`src/rtl/mc_ctrl_fsm_if.sv`:
```
// -----------------------------------------------------------------------------
// mc_ctrl_fsm_if
// Groups the signals between the multicycle main controller and the datapath.
//   Op, Funct  : instruction fields from the IR (datapath -> controller)
//   Zero       : ALU zero flag (datapath -> controller)
//   PCWrite, IRWrite, RegWrite, MemWrite : datapath write enables
//   ALUSrcA, ALUSrcB, ALUOp, EXTOp, RegDst, WDSel, NPCOp : mux selects / ALU op
//   Illegal    : one-cycle pulse on an unsupported instruction
// Modports: master = controller side, slave = datapath side.
// -----------------------------------------------------------------------------
interface mc_ctrl_fsm_if #(
   parameter int ALUOP_W = 3
);
   logic [5:0]         Op;
   logic [5:0]         Funct;
   logic               Zero;
   logic               PCWrite;
   logic               IRWrite;
   logic               RegWrite;
   logic               MemWrite;
   logic               ALUSrcA;
   logic [1:0]         ALUSrcB;
   logic [ALUOP_W-1:0] ALUOp;
   logic               EXTOp;
   logic [1:0]         RegDst;
   logic [1:0]         WDSel;
   logic [1:0]         NPCOp;
   logic               Illegal;

   modport master (
      input  Op, Funct, Zero,
      output PCWrite, IRWrite, RegWrite, MemWrite, ALUSrcA, ALUSrcB, ALUOp,
             EXTOp, RegDst, WDSel, NPCOp, Illegal
   );

   modport slave (
      output Op, Funct, Zero,
      input  PCWrite, IRWrite, RegWrite, MemWrite, ALUSrcA, ALUSrcB, ALUOp,
             EXTOp, RegDst, WDSel, NPCOp, Illegal
   );
endinterface

```
`src/rtl/mc_ctrl_fsm.sv`:
```
// -----------------------------------------------------------------------------
// mc_ctrl_fsm
// Multicycle MIPS main controller. Steps each instruction through
// FETCH/DECODE/EXEC/MEM/WB states and drives datapath enables, mux selects and
// the 3-bit ALU operation code. Samples ALU Zero only in BRANCH.
// Ports:
//   clk  : system clock, rising edge
//   rstn : synchronous active-low reset (also masks every write enable and
//          Illegal while low)
//   bus  : mc_ctrl_fsm_if.master (Op/Funct/Zero in, control outputs out)
// -----------------------------------------------------------------------------
module mc_ctrl_fsm #(
   parameter int ALUOP_W = 3
) (
   input  logic          clk,
   input  logic          rstn,
   mc_ctrl_fsm_if.master bus
);

   typedef enum logic [3:0] {
      FETCH  = 4'd0,
      DECODE = 4'd1,
      MEMADR = 4'd2,
      MEMRD  = 4'd3,
      MEMWB  = 4'd4,
      MEMWR  = 4'd5,
      EXEC_R = 4'd6,
      EXEC_I = 4'd7,
      ALUWB  = 4'd8,
      BRANCH = 4'd9,
      JUMP   = 4'd10
   } state_t;

   // ALU operation encoding
   localparam logic [ALUOP_W-1:0] ALU_NOP  = ALUOP_W'(0);
   localparam logic [ALUOP_W-1:0] ALU_ADD  = ALUOP_W'(1);
   localparam logic [ALUOP_W-1:0] ALU_SUB  = ALUOP_W'(2);
   localparam logic [ALUOP_W-1:0] ALU_AND  = ALUOP_W'(3);
   localparam logic [ALUOP_W-1:0] ALU_OR   = ALUOP_W'(4);
   localparam logic [ALUOP_W-1:0] ALU_SLT  = ALUOP_W'(5);
   localparam logic [ALUOP_W-1:0] ALU_SLTU = ALUOP_W'(6);
   localparam logic [ALUOP_W-1:0] ALU_NOR  = ALUOP_W'(7);

   // Opcodes
   localparam logic [5:0] OP_R    = 6'b000000;
   localparam logic [5:0] OP_J    = 6'b000010;
   localparam logic [5:0] OP_JAL  = 6'b000011;
   localparam logic [5:0] OP_BEQ  = 6'b000100;
   localparam logic [5:0] OP_BNE  = 6'b000101;
   localparam logic [5:0] OP_ADDI = 6'b001000;
   localparam logic [5:0] OP_SLTI = 6'b001010;
   localparam logic [5:0] OP_ANDI = 6'b001100;
   localparam logic [5:0] OP_ORI  = 6'b001101;
   localparam logic [5:0] OP_LW   = 6'b100011;
   localparam logic [5:0] OP_SW   = 6'b101011;

   // R-type function codes
   localparam logic [5:0] F_JR   = 6'b001000;
   localparam logic [5:0] F_ADD  = 6'b100000;
   localparam logic [5:0] F_SUB  = 6'b100010;
   localparam logic [5:0] F_AND  = 6'b100100;
   localparam logic [5:0] F_OR   = 6'b100101;
   localparam logic [5:0] F_NOR  = 6'b100111;
   localparam logic [5:0] F_SLT  = 6'b101010;
   localparam logic [5:0] F_SLTU = 6'b101011;

   function automatic logic [ALUOP_W-1:0] rtype_aluop(input logic [5:0] fn);
      case (fn)
         F_ADD:   rtype_aluop = ALU_ADD;
         F_SUB:   rtype_aluop = ALU_SUB;
         F_AND:   rtype_aluop = ALU_AND;
         F_OR:    rtype_aluop = ALU_OR;
         F_SLT:   rtype_aluop = ALU_SLT;
         F_SLTU:  rtype_aluop = ALU_SLTU;
         F_NOR:   rtype_aluop = ALU_NOR;
         default: rtype_aluop = ALU_NOP;
      endcase
   endfunction

   function automatic logic [ALUOP_W-1:0] itype_aluop(input logic [5:0] op);
      case (op)
         OP_ADDI: itype_aluop = ALU_ADD;
         OP_SLTI: itype_aluop = ALU_SLT;
         OP_ANDI: itype_aluop = ALU_AND;
         OP_ORI:  itype_aluop = ALU_OR;
         default: itype_aluop = ALU_NOP;
      endcase
   endfunction

   state_t state;
   state_t state_nxt;

   logic is_r, is_ralu, is_jr, is_ialu, is_mem, is_br, is_jmp;

   // Raw (unmasked) decode of the current state
   logic               pcwrite_raw, irwrite_raw, regwrite_raw, memwrite_raw;
   logic               illegal_raw;
   logic               alusrca;
   logic [1:0]         alusrcb;
   logic [ALUOP_W-1:0] aluop;
   logic               extop;
   logic [1:0]         regdst, wdsel, npcop;

   // Instruction class decode from the IR fields
   always_comb begin
      is_r    = (bus.Op == OP_R);
      is_ralu = is_r && (bus.Funct inside {F_ADD, F_SUB, F_AND, F_OR,
                                           F_SLT, F_SLTU, F_NOR});
      is_jr   = is_r && (bus.Funct == F_JR);
      is_ialu = bus.Op inside {OP_ADDI, OP_ANDI, OP_ORI, OP_SLTI};
      is_mem  = (bus.Op == OP_LW) || (bus.Op == OP_SW);
      is_br   = (bus.Op == OP_BEQ) || (bus.Op == OP_BNE);
      is_jmp  = (bus.Op == OP_J) || (bus.Op == OP_JAL) || is_jr;
   end

   // Next state and state-driven outputs
   always_comb begin
      state_nxt    = FETCH;
      pcwrite_raw  = 1'b0;
      irwrite_raw  = 1'b0;
      regwrite_raw = 1'b0;
      memwrite_raw = 1'b0;
      illegal_raw  = 1'b0;
      alusrca      = 1'b0;
      alusrcb      = 2'b00;
      aluop        = ALU_NOP;
      extop        = 1'b0;
      regdst       = 2'b00;
      wdsel        = 2'b00;
      npcop        = 2'b00;

      case (state)
         FETCH: begin
            irwrite_raw = 1'b1;
            pcwrite_raw = 1'b1;
            state_nxt   = DECODE;
         end

         DECODE: begin
            // Branch target (PC + simm<<2) is precomputed into ALUOut here
            alusrcb = 2'b11;
            aluop   = ALU_ADD;
            extop   = 1'b1;
            if (is_mem)       state_nxt = MEMADR;
            else if (is_ralu) state_nxt = EXEC_R;
            else if (is_ialu) state_nxt = EXEC_I;
            else if (is_br)   state_nxt = BRANCH;
            else if (is_jmp)  state_nxt = JUMP;
            else begin
               state_nxt   = FETCH;
               illegal_raw = 1'b1;
            end
         end

         MEMADR: begin
            alusrca   = 1'b1;
            alusrcb   = 2'b10;
            extop     = 1'b1;
            aluop     = ALU_ADD;
            state_nxt = (bus.Op == OP_LW) ? MEMRD : MEMWR;
         end

         MEMRD: state_nxt = MEMWB;

         MEMWB: begin
            regwrite_raw = 1'b1;
            regdst       = 2'b00;
            wdsel        = 2'b01;
            state_nxt    = FETCH;
         end

         MEMWR: begin
            memwrite_raw = 1'b1;
            state_nxt    = FETCH;
         end

         EXEC_R: begin
            alusrca   = 1'b1;
            alusrcb   = 2'b00;
            aluop     = rtype_aluop(bus.Funct);
            state_nxt = ALUWB;
         end

         EXEC_I: begin
            alusrca   = 1'b1;
            alusrcb   = 2'b10;
            aluop     = itype_aluop(bus.Op);
            // Logical immediates are zero-extended, arithmetic ones sign-extended
            extop     = (bus.Op == OP_ADDI) || (bus.Op == OP_SLTI);
            state_nxt = ALUWB;
         end

         ALUWB: begin
            regwrite_raw = 1'b1;
            wdsel        = 2'b00;
            regdst       = is_r ? 2'b01 : 2'b00;
            state_nxt    = FETCH;
         end

         BRANCH: begin
            alusrca     = 1'b1;
            alusrcb     = 2'b00;
            aluop       = ALU_SUB;
            npcop       = 2'b01;
            // Zero comes straight from the ALU comparing A and B this cycle
            pcwrite_raw = (bus.Op == OP_BEQ) ? bus.Zero : ~bus.Zero;
            state_nxt   = FETCH;
         end

         JUMP: begin
            pcwrite_raw = 1'b1;
            npcop       = is_jr ? 2'b11 : 2'b10;
            if (bus.Op == OP_JAL) begin
               // PC already holds PC+4 from FETCH, so it is the link value
               regwrite_raw = 1'b1;
               regdst       = 2'b10;
               wdsel        = 2'b10;
            end
            state_nxt = FETCH;
         end

         default: state_nxt = FETCH;
      endcase
   end

   always_ff @(posedge clk) begin
      if (!rstn) state <= FETCH;
      else       state <= state_nxt;
   end

   // Write enables and Illegal are masked combinationally so that an
   // instruction interrupted by reset can never leave a partial write.
   always_comb begin
      bus.PCWrite  = rstn & pcwrite_raw;
      bus.IRWrite  = rstn & irwrite_raw;
      bus.RegWrite = rstn & regwrite_raw;
      bus.MemWrite = rstn & memwrite_raw;
      bus.Illegal  = rstn & illegal_raw;
      bus.ALUSrcA  = alusrca;
      bus.ALUSrcB  = alusrcb;
      bus.ALUOp    = aluop;
      bus.EXTOp    = extop;
      bus.RegDst   = regdst;
      bus.WDSel    = wdsel;
      bus.NPCOp    = npcop;
   end

endmodule

```
`src/flat_wrapper.sv`:
```
// flat-port wrapper written by rule: the top's interface ports become plain ports
module mc_ctrl_fsm_flat 
#(
   parameter int ALUOP_W = 3
)
  (clk, rstn, bus_Op, bus_Funct, bus_Zero, bus_PCWrite, bus_IRWrite, bus_RegWrite, bus_MemWrite, bus_ALUSrcA, bus_ALUSrcB, bus_ALUOp, bus_EXTOp, bus_RegDst, bus_WDSel, bus_NPCOp, bus_Illegal);
  mc_ctrl_fsm_if #(.ALUOP_W(ALUOP_W)) bus_i ();
  input  logic clk;
  input  logic rstn;
  input wire logic [$bits(bus_i.Op)-1:0] bus_Op;
  input wire logic [$bits(bus_i.Funct)-1:0] bus_Funct;
  input wire logic [$bits(bus_i.Zero)-1:0] bus_Zero;
  output wire logic [$bits(bus_i.PCWrite)-1:0] bus_PCWrite;
  output wire logic [$bits(bus_i.IRWrite)-1:0] bus_IRWrite;
  output wire logic [$bits(bus_i.RegWrite)-1:0] bus_RegWrite;
  output wire logic [$bits(bus_i.MemWrite)-1:0] bus_MemWrite;
  output wire logic [$bits(bus_i.ALUSrcA)-1:0] bus_ALUSrcA;
  output wire logic [$bits(bus_i.ALUSrcB)-1:0] bus_ALUSrcB;
  output wire logic [$bits(bus_i.ALUOp)-1:0] bus_ALUOp;
  output wire logic [$bits(bus_i.EXTOp)-1:0] bus_EXTOp;
  output wire logic [$bits(bus_i.RegDst)-1:0] bus_RegDst;
  output wire logic [$bits(bus_i.WDSel)-1:0] bus_WDSel;
  output wire logic [$bits(bus_i.NPCOp)-1:0] bus_NPCOp;
  output wire logic [$bits(bus_i.Illegal)-1:0] bus_Illegal;
  assign bus_i.Op = bus_Op;
  assign bus_i.Funct = bus_Funct;
  assign bus_i.Zero = bus_Zero;
  assign bus_PCWrite = bus_i.PCWrite;
  assign bus_IRWrite = bus_i.IRWrite;
  assign bus_RegWrite = bus_i.RegWrite;
  assign bus_MemWrite = bus_i.MemWrite;
  assign bus_ALUSrcA = bus_i.ALUSrcA;
  assign bus_ALUSrcB = bus_i.ALUSrcB;
  assign bus_ALUOp = bus_i.ALUOp;
  assign bus_EXTOp = bus_i.EXTOp;
  assign bus_RegDst = bus_i.RegDst;
  assign bus_WDSel = bus_i.WDSel;
  assign bus_NPCOp = bus_i.NPCOp;
  assign bus_Illegal = bus_i.Illegal;
  mc_ctrl_fsm #(.ALUOP_W(ALUOP_W)) u_core (.clk(clk), .rstn(rstn), .bus(bus_i));
endmodule
```
`config.mk`:
```
export PLATFORM = sky130hd
export DESIGN_NAME = mc_ctrl_fsm_flat
export DESIGN_NICKNAME = d
export VERILOG_FILES = /design/src/rtl/mc_ctrl_fsm_if.sv /design/src/rtl/mc_ctrl_fsm.sv /design/src/flat_wrapper.sv
export SDC_FILE = /design/constraint.sdc
export NUM_CORES = 1
export LEC_CHECK = 0
export CAP_MARGIN = 20
export CORE_AREA = 2 2 49 51
export DETAILED_ROUTE_END_ITERATION = 10
export DIE_AREA = 0 0 51 53
export PLACE_DENSITY = 0.68
export RECOVER_POWER = 100
export SLEW_MARGIN = 10
export SYNTH_ARGS = -nofsm -noshare
export SYNTH_HDL_FRONTEND = slang
export SYNTH_SLANG_ARGS = --single-unit
```
`constraint.sdc`:
```
create_clock -name clk -period 1.86 [get_ports clk]
set_input_delay 0.372 -clock clk [delete_from_list [all_inputs] [get_ports clk]]
set_output_delay 0.372 -clock clk [all_outputs]
set_load 0.02 [all_outputs]
```
==> results.cfg <==
[run_status]
status = finished, violations left
violations = setup timing

[sta]
setup_violations = 15
period_minus_slack_ps = 2240
timing.final.crit_share_pct = 120
worst_pin_slew_ps = 385
finalHoldViolCount = 0
report.final.slew_viol_count = 0
max_freq_ghz = 0.447
clock_skew_ps = 3.55
slew_headroom_pct = 74.0
setup_tns_ps = -2340
rsz0062_at_grt = true
worst_slack_ps = -376

[routing]
drt_first_pass_iters = 4
vias_per_cell = 6.31
first_iter_violations = 109
wirelength_um = 5290
drc_errors = 0
vias = 1433
ant_nets = 0
wl_per_cell_um = 23.3

[die]
row_count = 17
core_um2 = 2150
dieArea_um2 = 2700
ioPinCount = 33
initial_core_util_pct = 36.1
fp.dieH_um = 53
fp.dieW_um = 51

[clock_network]
cts_max_level = 1
clkTransAtPathRegs_ps = 40
tritoncts = done
cts_sinks = 4
clock_latency_ps = 240
cts_root_buf = clkbuf_4
cts_buffers = 3
postCtsHoldBufs = 0
cts_buffer_depth = 2

[worst_hold_path]
hold_class = input pin to flop
hold_path_depth = 3
min_to = u_core.state[0]$_SDFF_PN0_
min-delay-start = bus_Op[5]

[critical_path]
worstSetupStartpointType = input pin
worstSetupPathType = input pin to output pin
end_kind = output pin
worstSetupStartpoint = bus_Op[4]
r2r_cells = 6
worst-path-max-fanout = 3
critPathRequiredTime_ps = 1490
reg2reg_to = u_core.state[0]$_SDFF_PN0_
reg2reg_slack_ps = 60
crit_arrival_ps = 1860
rr_startpoint = u_core.state[1]$_SDFF_PN0_

[finish]
nFillCells = 104
multi_input_area_um2 = 926
regMostFlops = u_core.state
syn2layout_area_growth_pct = 143
regArea_um2 = 90.1
finalNonFillerCells = 227
top_regs = u_core.state x4
final_cell_mix = buf_4, buf_6, nor2_1
num_antenna_cells = 0
final_common_cell = buf_4
largest_reg_flops = 4
final_layout_size_suffix_gt1_share_pct = 68.8
layout.nets = 216

[power]
pwr-share-seq_pct = 15.7
clkPwrFrac_pct = 19.3
comb_power_share_pct = 65.0
switching_share_pct = 40.5
leakage_nw = 0.815
ir_drop_v = 0.000344
p_per_area_nw_per_um2 = 313
power_mw = 0.590
internal_power_mw = 0.351
net-switching-power_mw = 0.239

[global_routing]
grt_pass1_wl_um = 6980
antenna_found_initial = 0
grt.total_usage_pct = 35.2
grt_max_degree = 13
grt_pass1_vias = 1429
grt_overflow_total = 0

[synthesis]
seq_area_frac_synth_pct = 10.3
ys_types = 49
async_flop_share_pct = 0
yosys_warnings = 0
syn_nets = 126
synth_edf_count = 0
syn-cell-area_um2 = 776
syn-instance-count = 111
ys_seq_elements = 4
avgSynthCellArea_um2 = 6.99
ys.flop_type = dfxtp_1

[place]
routabilityCongestion = 0.866
dp_cells = 212
post-place-ws_ps = -1160
numPortBuffers = 32
dp_hpwl_um = 2640

[run]
drv_cap = 0
==> synth_stat cells, types with 2 or more instances <==
master | count | area, µm²
nand2b_1 | 9 | 56.3
o21a_1 | 2 | 15.0
o22ai_1 | 4 | 25.0
or4_1 | 2 | 15.0
or3_1 | 2 | 12.5
nor3_1 | 3 | 15.0
dfxtp_1 | 4 | 80.1
inv_1 | 4 | 15.0
nand4_1 | 2 | 12.5
nand2_1 | 6 | 22.5
clkbuf_1 | 5 | 18.8
and3_1 | 2 | 12.5
a21oi_1 | 7 | 35.0
nor2b_1 | 5 | 31.3
nor4_1 | 4 | 25.0
nor4b_1 | 2 | 17.5
o21ai_0 | 5 | 25.0
nor2_1 | 8 | 30.0
and3b_1 | 2 | 17.5
nor3b_1 | 4 | 30.0
==> how the worst max path moves through the flow <==
stage / endpoint / cells past startpoint
final: bus_Illegal / 6
after global routing: bus_Illegal / 6
after CTS: bus_PCWrite / 6
after detailed placement: bus_PCWrite / 6
after global placement: bus_PCWrite / 6
after floorplan: bus_NPCOp[0] / 5
==> routing by layer <==
metal	routed length, µm	global-route usage (%)	vias up	part of all wire (%)
li1	-	-	606	-
met1	1900	37.8	680	36
met5	0	0	-	0
met3	491	3.67	29	9.3
met4	245	22.1	0	4.6
met2	2660	65.4	118	50
==> worst max-delay path, stage by stage <==
cell and delay (ps):
buf_8 110, or4_4 550, nor4b_4 250, a31oi_1 180, and3b_2 270, buf_6 130
==> final cells by class <==
cell class	count	area share [%]
inverters	4	0.795
multi-input cells	96	49.0
well taps	28	1.86
clock buffers	3	1.19
repair buffers	92	42.3
flip-flops and latches	4	4.77
==> per-stage QoR <==
stage | utilization, % | hold WS [ps] | area (µm²)
after floorplan | - | 564 | 837
after global placement | 71.4 | 687 | 1530
after detailed placement | 71.4 | 701 | 1530
after CTS | 82.8 | 434 | 1780
after global routing | 87.9 | 465 | 1890
final | 87.9 | 465 | 1890
==> logic make-up after synthesis <==
logic type	Yosys count	share of synthesized area (%)
AOI/OAI and AO/OA	32	30.8
xor gates and xnor gates	1	1.13
buffers and inverters	11	5.97
DFF	4	10.3
muxes	1	1.29
and+or+nand+nor	62	50.5
==> power groups by stage <==
| stage | logic [mW] | clock network (mW) | registers (mW) |
|---|---|---|---|
| after floorplan | 0.124 | 0 | 0.0949 |
| after global placement | 0.283 | 0 | 0.0937 |
| after detailed placement | 0.289 | 0 | 0.0937 |
| after CTS | 0.322 | 0.115 | 0.0921 |
| after global routing | 0.396 | 0.121 | 0.0932 |
| final | 0.384 | 0.114 | 0.0928 |
==> timing repair <==
action / CTS / global route
buffers inserted: 15 / 6
endpoints found under the setup margin: 21 / 19
pin swaps: 22 / 11
gates resized for setup: 166 / 42
Note: power is estimated with default switching activity, not from simulation.
